## config.mk

```make
export PLATFORM = sky130hd
export DESIGN_NAME = ota_trim_ctrl
export DESIGN_NICKNAME = d
export VERILOG_FILES = /design/src/rtl/ota_pkg.sv /design/src/rtl/ota_shift_reg.sv /design/src/rtl/ota_trim_ctrl.sv
export SDC_FILE = /design/constraint.sdc
export NUM_CORES = 1
export LEC_CHECK = 0
export BUFFER_PORTS_ARGS = -buffer_cell sky130_fd_sc_hd__buf_2
export CORE_MARGIN = 2
export CORE_UTILIZATION = 55
export CTS_CLUSTER_DIAMETER = 150
export DETAILED_ROUTE_END_ITERATION = 10
export GPL_TIMING_DRIVEN = 0
export PLACE_DENSITY = 0.83
export SYNTH_ARGS = -nofsm -noshare
export SYNTH_HDL_FRONTEND = slang
export SYNTH_SLANG_ARGS = --single-unit
export TNS_END_PERCENT = 5
```

## constraint.sdc

```tcl
create_clock -name clk -period 3.3 [get_ports clk]
set_clock_uncertainty 0.15 [all_clocks]
set_input_delay 0.33 -clock clk [delete_from_list [all_inputs] [get_ports clk]]
set_output_delay 0.33 -clock clk [all_outputs]
set_load 0.02 [all_outputs]
```

## src/rtl/ota_pkg.sv

```systemverilog
// Shared types and constants for the OTA trim controller: FSM states,
// pad status bit positions and default channel geometry.
package ota_pkg;

  typedef enum logic [1:0] {
    IDLE   = 2'd0,
    APPLY  = 2'd1,
    SETTLE = 2'd2
  } ota_state_e;

  localparam int UIO_BUSY_BIT = 0;
  localparam int UIO_DONE_BIT = 1;
  localparam int UIO_ERR_BIT  = 2;

  localparam int N_CH_DEF   = 4;
  localparam int TRIM_W_DEF = 6;

endpackage

```

## src/rtl/ota_shift_reg.sv

```systemverilog
// Serial shadow register for trim codes: MSB-first shift-in, parallel load
// for readback, and a saturating count of bits received since the last commit.
module ota_shift_reg
  import ota_pkg::*;
#(
  parameter int WIDTH = N_CH_DEF * TRIM_W_DEF,
  localparam int CNT_W = $clog2(WIDTH + 1)
) (
  input  logic             clk,
  input  logic             rst,
  input  logic             shift_en,
  input  logic             shift_bit,
  input  logic             load_en,
  input  logic [WIDTH-1:0] load_data,
  input  logic             clear_cnt,
  output logic [WIDTH-1:0] shadow,
  output logic [CNT_W-1:0] bit_cnt,
  output logic             full
);

  localparam logic [CNT_W-1:0] CNT_FULL = CNT_W'(WIDTH);
  localparam logic [CNT_W-1:0] CNT_ONE  = CNT_W'(1);

  assign full = (bit_cnt == CNT_FULL);

  // Shadow data and bit count; a commit clears only the count, the data stays for readback
  always_ff @(posedge clk) begin
    if (rst) begin
      shadow  <= '0;
      bit_cnt <= '0;
    end else if (clear_cnt) begin
      bit_cnt <= '0;
    end else if (load_en) begin
      shadow  <= load_data;
      bit_cnt <= CNT_FULL;
    end else if (shift_en) begin
      shadow <= {shadow[WIDTH-2:0], shift_bit};
      if (!full) begin
        bit_cnt <= bit_cnt + CNT_ONE;
      end
    end
  end

endmodule

```

## src/rtl/ota_trim_ctrl.sv

```systemverilog
// OTA trim controller: serial shadow loading, checked commit to the active trim
// codes, then a fixed settle wait reported through busy/done and pad status.
module ota_trim_ctrl
  import ota_pkg::*;
#(
  parameter int N_CH       = N_CH_DEF,
  parameter int TRIM_W     = TRIM_W_DEF,
  parameter int SETTLE_CYC = 16
) (
  input  logic                     clk,
  input  logic                     rst,
  input  logic                     ena,
  input  logic                     sh_strobe,
  input  logic                     sh_data,
  input  logic                     ld_strobe,
  input  logic                     rd_strobe,
  output logic                     sh_out,
  output logic [N_CH*TRIM_W-1:0]   trim_out,
  output logic                     busy,
  output logic                     done,
  output logic                     err,
  output logic [7:0]               uio_out,
  output logic [7:0]               uio_oe
);

  localparam int WIDTH  = N_CH * TRIM_W;
  localparam int BCNT_W = $clog2(WIDTH + 1);
  localparam int SCNT_W = $clog2(SETTLE_CYC + 1);
  localparam logic [SCNT_W-1:0] SETTLE_LOAD = SCNT_W'(SETTLE_CYC - 1);
  localparam logic [SCNT_W-1:0] SCNT_ONE    = SCNT_W'(1);

  ota_state_e        state;
  ota_state_e        next_state;
  logic [SCNT_W-1:0] settle_cnt;
  logic [WIDTH-1:0]  shadow;
  logic [BCNT_W-1:0] bit_cnt;
  logic              full;
  logic              do_commit;
  logic              do_reject;
  logic              do_rd;
  logic              do_sh;
  logic              busy_nxt;
  logic              done_nxt;
  logic              err_nxt;

  ota_shift_reg #(.WIDTH(WIDTH)) u_sr (
    .clk       (clk),
    .rst       (rst),
    .shift_en  (do_sh),
    .shift_bit (sh_data),
    .load_en   (do_rd),
    .load_data (trim_out),
    .clear_cnt (state == APPLY),
    .shadow    (shadow),
    .bit_cnt   (bit_cnt),
    .full      (full)
  );

  // Strobe decode: only honoured in IDLE with ena high, priority ld > rd > sh
  always_comb begin
    do_commit = 1'b0;
    do_reject = 1'b0;
    do_rd     = 1'b0;
    do_sh     = 1'b0;
    if ((state == IDLE) && ena) begin
      if (ld_strobe) begin
        do_commit = full;
        do_reject = !full;
      end else if (rd_strobe) begin
        do_rd = 1'b1;
      end else begin
        do_sh = sh_strobe;
      end
    end else begin
      do_commit = 1'b0;
    end
  end

  // State register
  always_ff @(posedge clk) begin
    if (rst) begin
      state <= IDLE;
    end else begin
      state <= next_state;
    end
  end

  // Next-state logic
  always_comb begin
    next_state = state;
    case (state)
      IDLE:    next_state = do_commit ? APPLY : IDLE;
      APPLY:   next_state = SETTLE;
      SETTLE:  next_state = (settle_cnt == '0) ? IDLE : SETTLE;
      default: next_state = IDLE;
    endcase
  end

  // Output decode, computed one cycle ahead so the flags come straight from flops
  always_comb begin
    busy_nxt = (next_state == APPLY) || (next_state == SETTLE);
    done_nxt = (state == SETTLE) && (next_state == IDLE);
    if (do_commit) begin
      err_nxt = 1'b0;
    end else if (do_reject) begin
      err_nxt = 1'b1;
    end else begin
      err_nxt = err;
    end
  end

  // Status flags, active trim codes and settle counter
  always_ff @(posedge clk) begin
    if (rst) begin
      busy       <= 1'b0;
      done       <= 1'b0;
      err        <= 1'b0;
      trim_out   <= '0;
      settle_cnt <= '0;
    end else begin
      busy <= busy_nxt;
      done <= done_nxt;
      err  <= err_nxt;
      if (state == APPLY) begin
        trim_out   <= shadow;
        settle_cnt <= SETTLE_LOAD;
      end else if ((state == SETTLE) && (settle_cnt != '0)) begin
        settle_cnt <= settle_cnt - SCNT_ONE;
      end
    end
  end

  assign sh_out = shadow[WIDTH-1];

  always_comb begin
    uio_out               = 8'h00;
    uio_out[UIO_BUSY_BIT] = busy;
    uio_out[UIO_DONE_BIT] = done;
    uio_out[UIO_ERR_BIT]  = err;
    uio_oe                = {5'b00000, {3{ena}}};
  end

endmodule

```

Word-level counts from Yosys, hierarchy flattened
Cells that the tools add are included.

Register bits after elaboration: 63. Input port bits: 7. Output and inout port bits: 44. Logic and storage cells: 57.

$add $sub $neg: 2. Reduce and logical (&&, ||, !) cells: 17. Eq/ne operators: 6. Bitwise gates (word level): 2. Muxes and demuxes: 20.

Operator list (number): two-way mux 24 bit (2); two-way mux 5 bit (3); two-way mux 1 bit (11); two-way mux 4 bit (2); case mux 2 bit (3 select lines) (1); AND reduction 2 bit (3); adder 5 x 1 -> 5 bit (second input constant) (1); == test 5 bit (second input constant) (1); zero test 5 bit (1); nonzero test 5 bit (1); subtractor 5 x 1 -> 5 bit (second input constant) (1); == test 2 x 1 -> 1 bit (second input constant) (2); == test 2 bit (second input constant) (2); zero test 2 bit (2); nonzero test 2 bit (2); OR reduction 2 bit (2); logical AND 1 bit (3); OR reduction 3 bit (1); two-way mux 2 bit (1); != test 2 x 1 -> 1 bit (second input constant) (1); inverter 1 bit (2); zero test 1 bit (1); logical OR 1 bit (1).

Longest topological paths before layout
Word-level depth: 7. Gate-level depth with buffers: 6. Depth with buffers taken out: 6.

Modules after synthesis
A second synthesis with hierarchy kept.

Cells, all modules: 309. Area, all modules: 2870.3 um^2.

Modules (own cells, without submodules): ota_shift_reg (cells an instance 138, area each 1452.6 um^2, instances 1); ota_trim_ctrl (cells an instance 171, area each 1417.6 um^2, instances 1).

Worst setup path before layout
Ideal clock, no wire load.

Path kind: input to register. Start: input port ld_strobe. End: register u_sr.shadow[14]. Stages on the path: 5. Data arrival time: 1.442 ns. Path slack: 1.620 ns. Path buffers: 2. Cell sequence: nand2b_1 -> or4b_4 -> buf_6 -> buf_6 -> a311oi_2.

Cells in the longest elaborated chain, start to end: 4. Elaborated cells between the ends (all ways): 7.

RTL lines: from (decl) (RTL line ota_trim_ctrl.sv:15) `input logic ld_strobe,`; two-way mux 1 bit (RTL line ota_trim_ctrl.sv:66) `if (ld_strobe) begin`; two-way mux 1 bit (RTL line ota_trim_ctrl.sv:65) `if ((state == IDLE) && ena) begin`; nonzero test 2 bit (no line); AND reduction 2 bit (no line); to (signal assigned) (RTL line ota_shift_reg.sv:34) `shadow <= load_data;`; to (signal assigned) (RTL line ota_shift_reg.sv:37) `shadow <= {shadow[WIDTH-2:0], shift_bit};`; to (decl) (RTL line ota_shift_reg.sv:16) `output logic [WIDTH-1:0] shadow,`.

Parallel ways exist; a longest one is shown, timed or not. A chain may end at the register's enable or synchronous reset.

Final worst setup path
Start: register state[0]. End: register u_sr.shadow[15].

Cells in the longest elaborated chain, start to end: 5. Elaborated cells between the ends (all ways): 9.

RTL lines: from (decl) (RTL line ota_trim_ctrl.sv:32) `ota_state_e state;`; from (signal assigned) (RTL line ota_trim_ctrl.sv:84) `state <= next_state;`; zero test 2 bit (RTL line ota_trim_ctrl.sv:65); logical AND 1 bit (RTL line ota_trim_ctrl.sv:65); two-way mux 1 bit (RTL line ota_trim_ctrl.sv:65); nonzero test 2 bit (no line); AND reduction 2 bit (no line).

Parallel ways exist; a longest one is shown, timed or not.

==> flow_results.org <==
** Worst setup path
- Worst EP arrival :: 2080 ps
- Critical R2R Capture :: u_sr.shadow[15]$_SDFFE_PP0P_
- The critical path in this run is classified as reg2reg.
- Worst flop-to-flop path startpoint :: state[0]$_SDFF_PP0_
- Along the worst path, the maximum fanout reaches 10.
- Reg2reg setup slack :: 1310 ps
- STA classifies the critical path endpoint as a register.
- At the worst endpoint, the required time is 3390 ps.
- The worst setup path is launched from a register.
- The number of cells on the worst reg-to-reg path is 6.

** Timing
- Final Max Slew Viols :: 0
- Crit path time final :: 1990 ps
- In this run the tightest slew margin relative to its limit is between 40% and 50%.
- Final hold violations :: 0
- Setup total negative slack on the finished layout was measured at 0 ps.
- Worst hold slack after final layout :: 121 ps
- Transition time at the pin with the least slew margin :: 797 ps
- Timing would allow up to slightly above 500 MHz.
- Unrepaired setup endpoints after global routing :: no
- Share of the cycle needed by the critical path after routing :: 60.2%
- Count of final setup violators :: 0

** Routing
- Average wire length per cell after detail routing :: 13.8 µm
- Detailed-route via count :: 2,555
- The first detailed-routing pass took 4 iterations.
- In this run, the number of DRC markers left after iteration 0 of detailed routing was 137.
- Number of vias per cell after detailed routing :: 5.36
- Post-detailed-route DRC marker count :: 0
- Total wire length after detailed routing :: approximately 6.6 mm
- Number of nets still failing antenna checks after routing :: 0

** Min path
- In this run the most critical hold path is launched from ld_strobe.
- Hold/Removal Path Class :: in2reg
- The worst hold path terminates at err$_SDFFE_PP0P_.
- Along the worst hold path, the cell count comes to 2.

** Power and ir drop
- Per report_power, the clock group accounts for 41.5% of the total.
- Leak pwr :: about 1.4 nW
- The internal power of the cells totals 1.18 mW.
- For this design the ratio of total power to cell area is 460 mW/mm².
- Across the VDD grid, the largest voltage drop is 0.000411 V.
- Gate power share :: between 7 and 8%
- Net switching is 24.6% of the power.
- Seq pwr share :: 50.6%
- Net Switching :: 0.385 mW

** Outcome
- The run finished with clean final reports.

** Placed design
- HPWL Detailed :: 4.47 mm
- Last weighted congestion value of the routability-driven placer :: between 0.8 and 0.9
- Placed Instances :: ~460
- After detailed placement, the total cell area comes to 0.00321 mm².
- IO Port Bufs :: 39

** Synthesis
- The synthesized netlist occupies a cell area of 0.00289 mm².
- Counting every instance in the synthesized netlist gives 343.
- Number of distinct standard cells referenced by the synthesized netlist :: 40
- Proportion of synthesized chip area in sequential cells :: 43.6%
- Of the post-synthesis cell area, the dominant cell type holds between 40% and 50%.
- Average footprint of a synthesized cell :: 8.43 µm²
- Total of warnings raised by yosys :: 0
- #FFs+latches synth :: 63
- Summed over all instances, the cell type with the most area after synthesis is sky130_fd_sc_hd__dfxtp_1.
- Primary flip-flop cell chosen by synthesis mapping :: sky130_fd_sc_hd__dfxtp_1
- EDFF count, synth :: 0
- For this run, asynchronously set or reset flops after synthesis account for 0%.
- Ranked by total cell area, the synthesized netlist is headed by sky130_fd_sc_hd__dfxtp_1, sky130_fd_sc_hd__nand2_1, sky130_fd_sc_hd__a311oi_2, sky130_fd_sc_hd__a21oi_1, sky130_fd_sc_hd__buf_4.

** Clock network
- The H-tree was split into 3 levels.
- After clock tree synthesis, the flow added hold-fix buffers numbering 0.
- Total of cells resized after clock tree synthesis :: 0
- TritonCTS built the clock tree.
- The number of clock buffers added by TritonCTS is 9.
- Clock tree root driver cell :: sky130_fd_sc_hd__clkbuf_8
- After clock tree synthesis, the clock-pin slew on the worst setup and hold paths is approximately 70 ps.
- Clock tree buffer depth :: 2
- Later-pin clock latency in the skew report :: 340 ps
- In this run the post-CTS setup repair buffer count came out at 0.
- Sink count of the clock tree :: 63

** Layout
- Share of final-layout standard cells stronger than drive strength 1 :: between 20% and 30%
- Area growth from synthesis to final layout :: 17.7%
- Final cell count without fillers :: between 400 and 500
- 0 antenna diodes ended up in the layout.
- In the final design database the tool counted 414 nets.
- Final non-filler cell area :: 0.00340 mm²
- Final core utilization :: 67.0%

** Die
- Number of ports placed on the die boundary :: roughly 50
- Placement Rows :: 26
- The initial utilization of the core area, before any placement, comes to 57.0%.
- The die is roughly 76 µm wide.
- Die outline area :: 0.00585 mm²
- Core region area :: 0.00507 mm²
- Chip height :: 76.5 µm

** Global routing
- For this run, the total global-route usage over all layers was measured as 24.2%.
- The number of antenna violations at the first check in global routing was 0.
- The number of global-route vias before repair is 2,525.
- The first global-routing pass estimated between 10 and 15 mm of wire.
- Entering global routing, the biggest net connects 11 pins.
- The total overflow left after global routing is 0.

** Job
- Number of max-capacitance violations reported :: 0
## metal layers
metal	part of all wire (%)	vias to the layer above	global-route usage (%)
met5	0	-	0
met4	2.2	0	10.7
met3	5.3	12	7.94
met2	49	74	40.4
met1	43	1213	28.3
li1	-	1256	-
## power groups by stage
stage | Sequential, mW | Combinational (mW) | Clock (mW)
after floorplan | 0.808 | 0.0948 | 0
after global placement | 0.808 | 0.120 | 0
after detailed placement | 0.809 | 0.123 | 0
after CTS | 0.792 | 0.124 | 0.656
after global routing | 0.795 | 0.135 | 0.694
final | 0.793 | 0.124 | 0.650
## cell type report
type / count / area, µm²
flip-flops and latches: 63 / 1260
repair buffers: 39 / 195
well taps: 70 / 87.6
inverters: 8 / 30.0
clock inverters: 2 / 12.5
fillers: 434 / 1670
clock buffers: 14 / 183
multi-input cells: 243 / 1390
plain buffers: 38 / 245
## Yosys cell counts (2+ instances only)
cell type / number
sky130_fd_sc_hd__inv_1: 8
sky130_fd_sc_hd__ha_1: 5
sky130_fd_sc_hd__buf_6: 5
sky130_fd_sc_hd__nand2_1: 99
sky130_fd_sc_hd__a31oi_1: 2
sky130_fd_sc_hd__dfxtp_1: 63
sky130_fd_sc_hd__a311oi_2: 18
sky130_fd_sc_hd__nor2b_1: 3
sky130_fd_sc_hd__clkbuf_1: 13
sky130_fd_sc_hd__nand2b_1: 4
sky130_fd_sc_hd__a21oi_1: 29
sky130_fd_sc_hd__nand4_1: 2
sky130_fd_sc_hd__nand3_1: 5
sky130_fd_sc_hd__a311oi_1: 7
sky130_fd_sc_hd__xnor2_1: 2
sky130_fd_sc_hd__xor2_1: 2
sky130_fd_sc_hd__nor2_1: 32
sky130_fd_sc_hd__buf_4: 17
sky130_fd_sc_hd__and2_1: 2
sky130_fd_sc_hd__buf_1: 2
sky130_fd_sc_hd__o21ai_0: 4
## state kept, by name, indices dropped and copies added (netlist names)
name          cells
u_sr.shadow      24
done              1
busy              1
u_sr.bit_cnt      5
state             2
trim_out         24
settle_cnt        5
err               1
## critical path, cell delays in order, from the launching register on
cell	delay, ps
sky130_fd_sc_hd__dfxtp_1	400
sky130_fd_sc_hd__nor4b_4	480
sky130_fd_sc_hd__and2_1	200
sky130_fd_sc_hd__buf_4	150
sky130_fd_sc_hd__buf_6	150
sky130_fd_sc_hd__nand2_1	80
sky130_fd_sc_hd__a311oi_2	280
## logic make-up after synthesis
group	synth area share, %
xor gates and xnor gates	1.21
and+or+nand+nor	23.9
AOI/OAI and AO/OA	18.7
buffers and inverters	9.52
adders and majority gates	2.16
other	0.130
DFF	43.6
muxes	0.736
## stage by stage
stage                     total power [mW]  worst slack [ps]
final                                 1.57              1310
after global routing                  1.62              1160
after CTS                             1.57              1310
after detailed placement             0.931              1260
after global placement               0.928              1300
after floorplan                      0.902              1620
## layout by cell type (no fill, tap or decap), types with 2 or more instances in the layout
cell | netlist | routed
sky130_fd_sc_hd__buf_4 | 17 | 17
sky130_fd_sc_hd__clkbuf_1 | 13 | 14
sky130_fd_sc_hd__dfxtp_1 | 63 | 63
sky130_fd_sc_hd__nand2b_1 | 4 | 4
sky130_fd_sc_hd__ha_1 | 5 | 5
sky130_fd_sc_hd__clkbuf_8 | 0 | 13
sky130_fd_sc_hd__inv_1 | 8 | 8
sky130_fd_sc_hd__nand3_1 | 5 | 5
sky130_fd_sc_hd__xor2_1 | 2 | 2
sky130_fd_sc_hd__a311oi_1 | 7 | 7
sky130_fd_sc_hd__nand2_1 | 99 | 99
sky130_fd_sc_hd__a31oi_1 | 2 | 2
sky130_fd_sc_hd__nor2_1 | 32 | 32
sky130_fd_sc_hd__buf_6 | 5 | 5
sky130_fd_sc_hd__xnor2_1 | 2 | 2
sky130_fd_sc_hd__o21ai_0 | 4 | 4
sky130_fd_sc_hd__buf_1 | 2 | 2
sky130_fd_sc_hd__conb_1 | 1 | 10
sky130_fd_sc_hd__nor2b_1 | 3 | 3
sky130_fd_sc_hd__and2_1 | 2 | 2
sky130_fd_sc_hd__buf_2 | 1 | 40
sky130_fd_sc_hd__a311oi_2 | 18 | 18
sky130_fd_sc_hd__nand4_1 | 2 | 2
sky130_fd_sc_hd__a21oi_1 | 29 | 29
## worst max-delay path by stage
stage                         from                      endpoint  slack [ps]  cells after the start
6_report       state[0]$_SDFF_PP0_  u_sr.shadow[15]$_SDFFE_PP0P_        1310                      6
5_1_grt        state[0]$_SDFF_PP0_      trim_out[9]$_SDFFE_PP0P_        1160                      5
4_1_cts        state[0]$_SDFF_PP0_  u_sr.shadow[15]$_SDFFE_PP0P_        1310                      6
3_5_place_dp             ld_strobe  u_sr.shadow[18]$_SDFFE_PP0P_        1260                      7
3_3_place_gp             ld_strobe  u_sr.shadow[15]$_SDFFE_PP0P_        1300                      6
2_1_floorplan            ld_strobe  u_sr.shadow[14]$_SDFFE_PP0P_        1620                      5
Power figures use the tool's default switching activity.
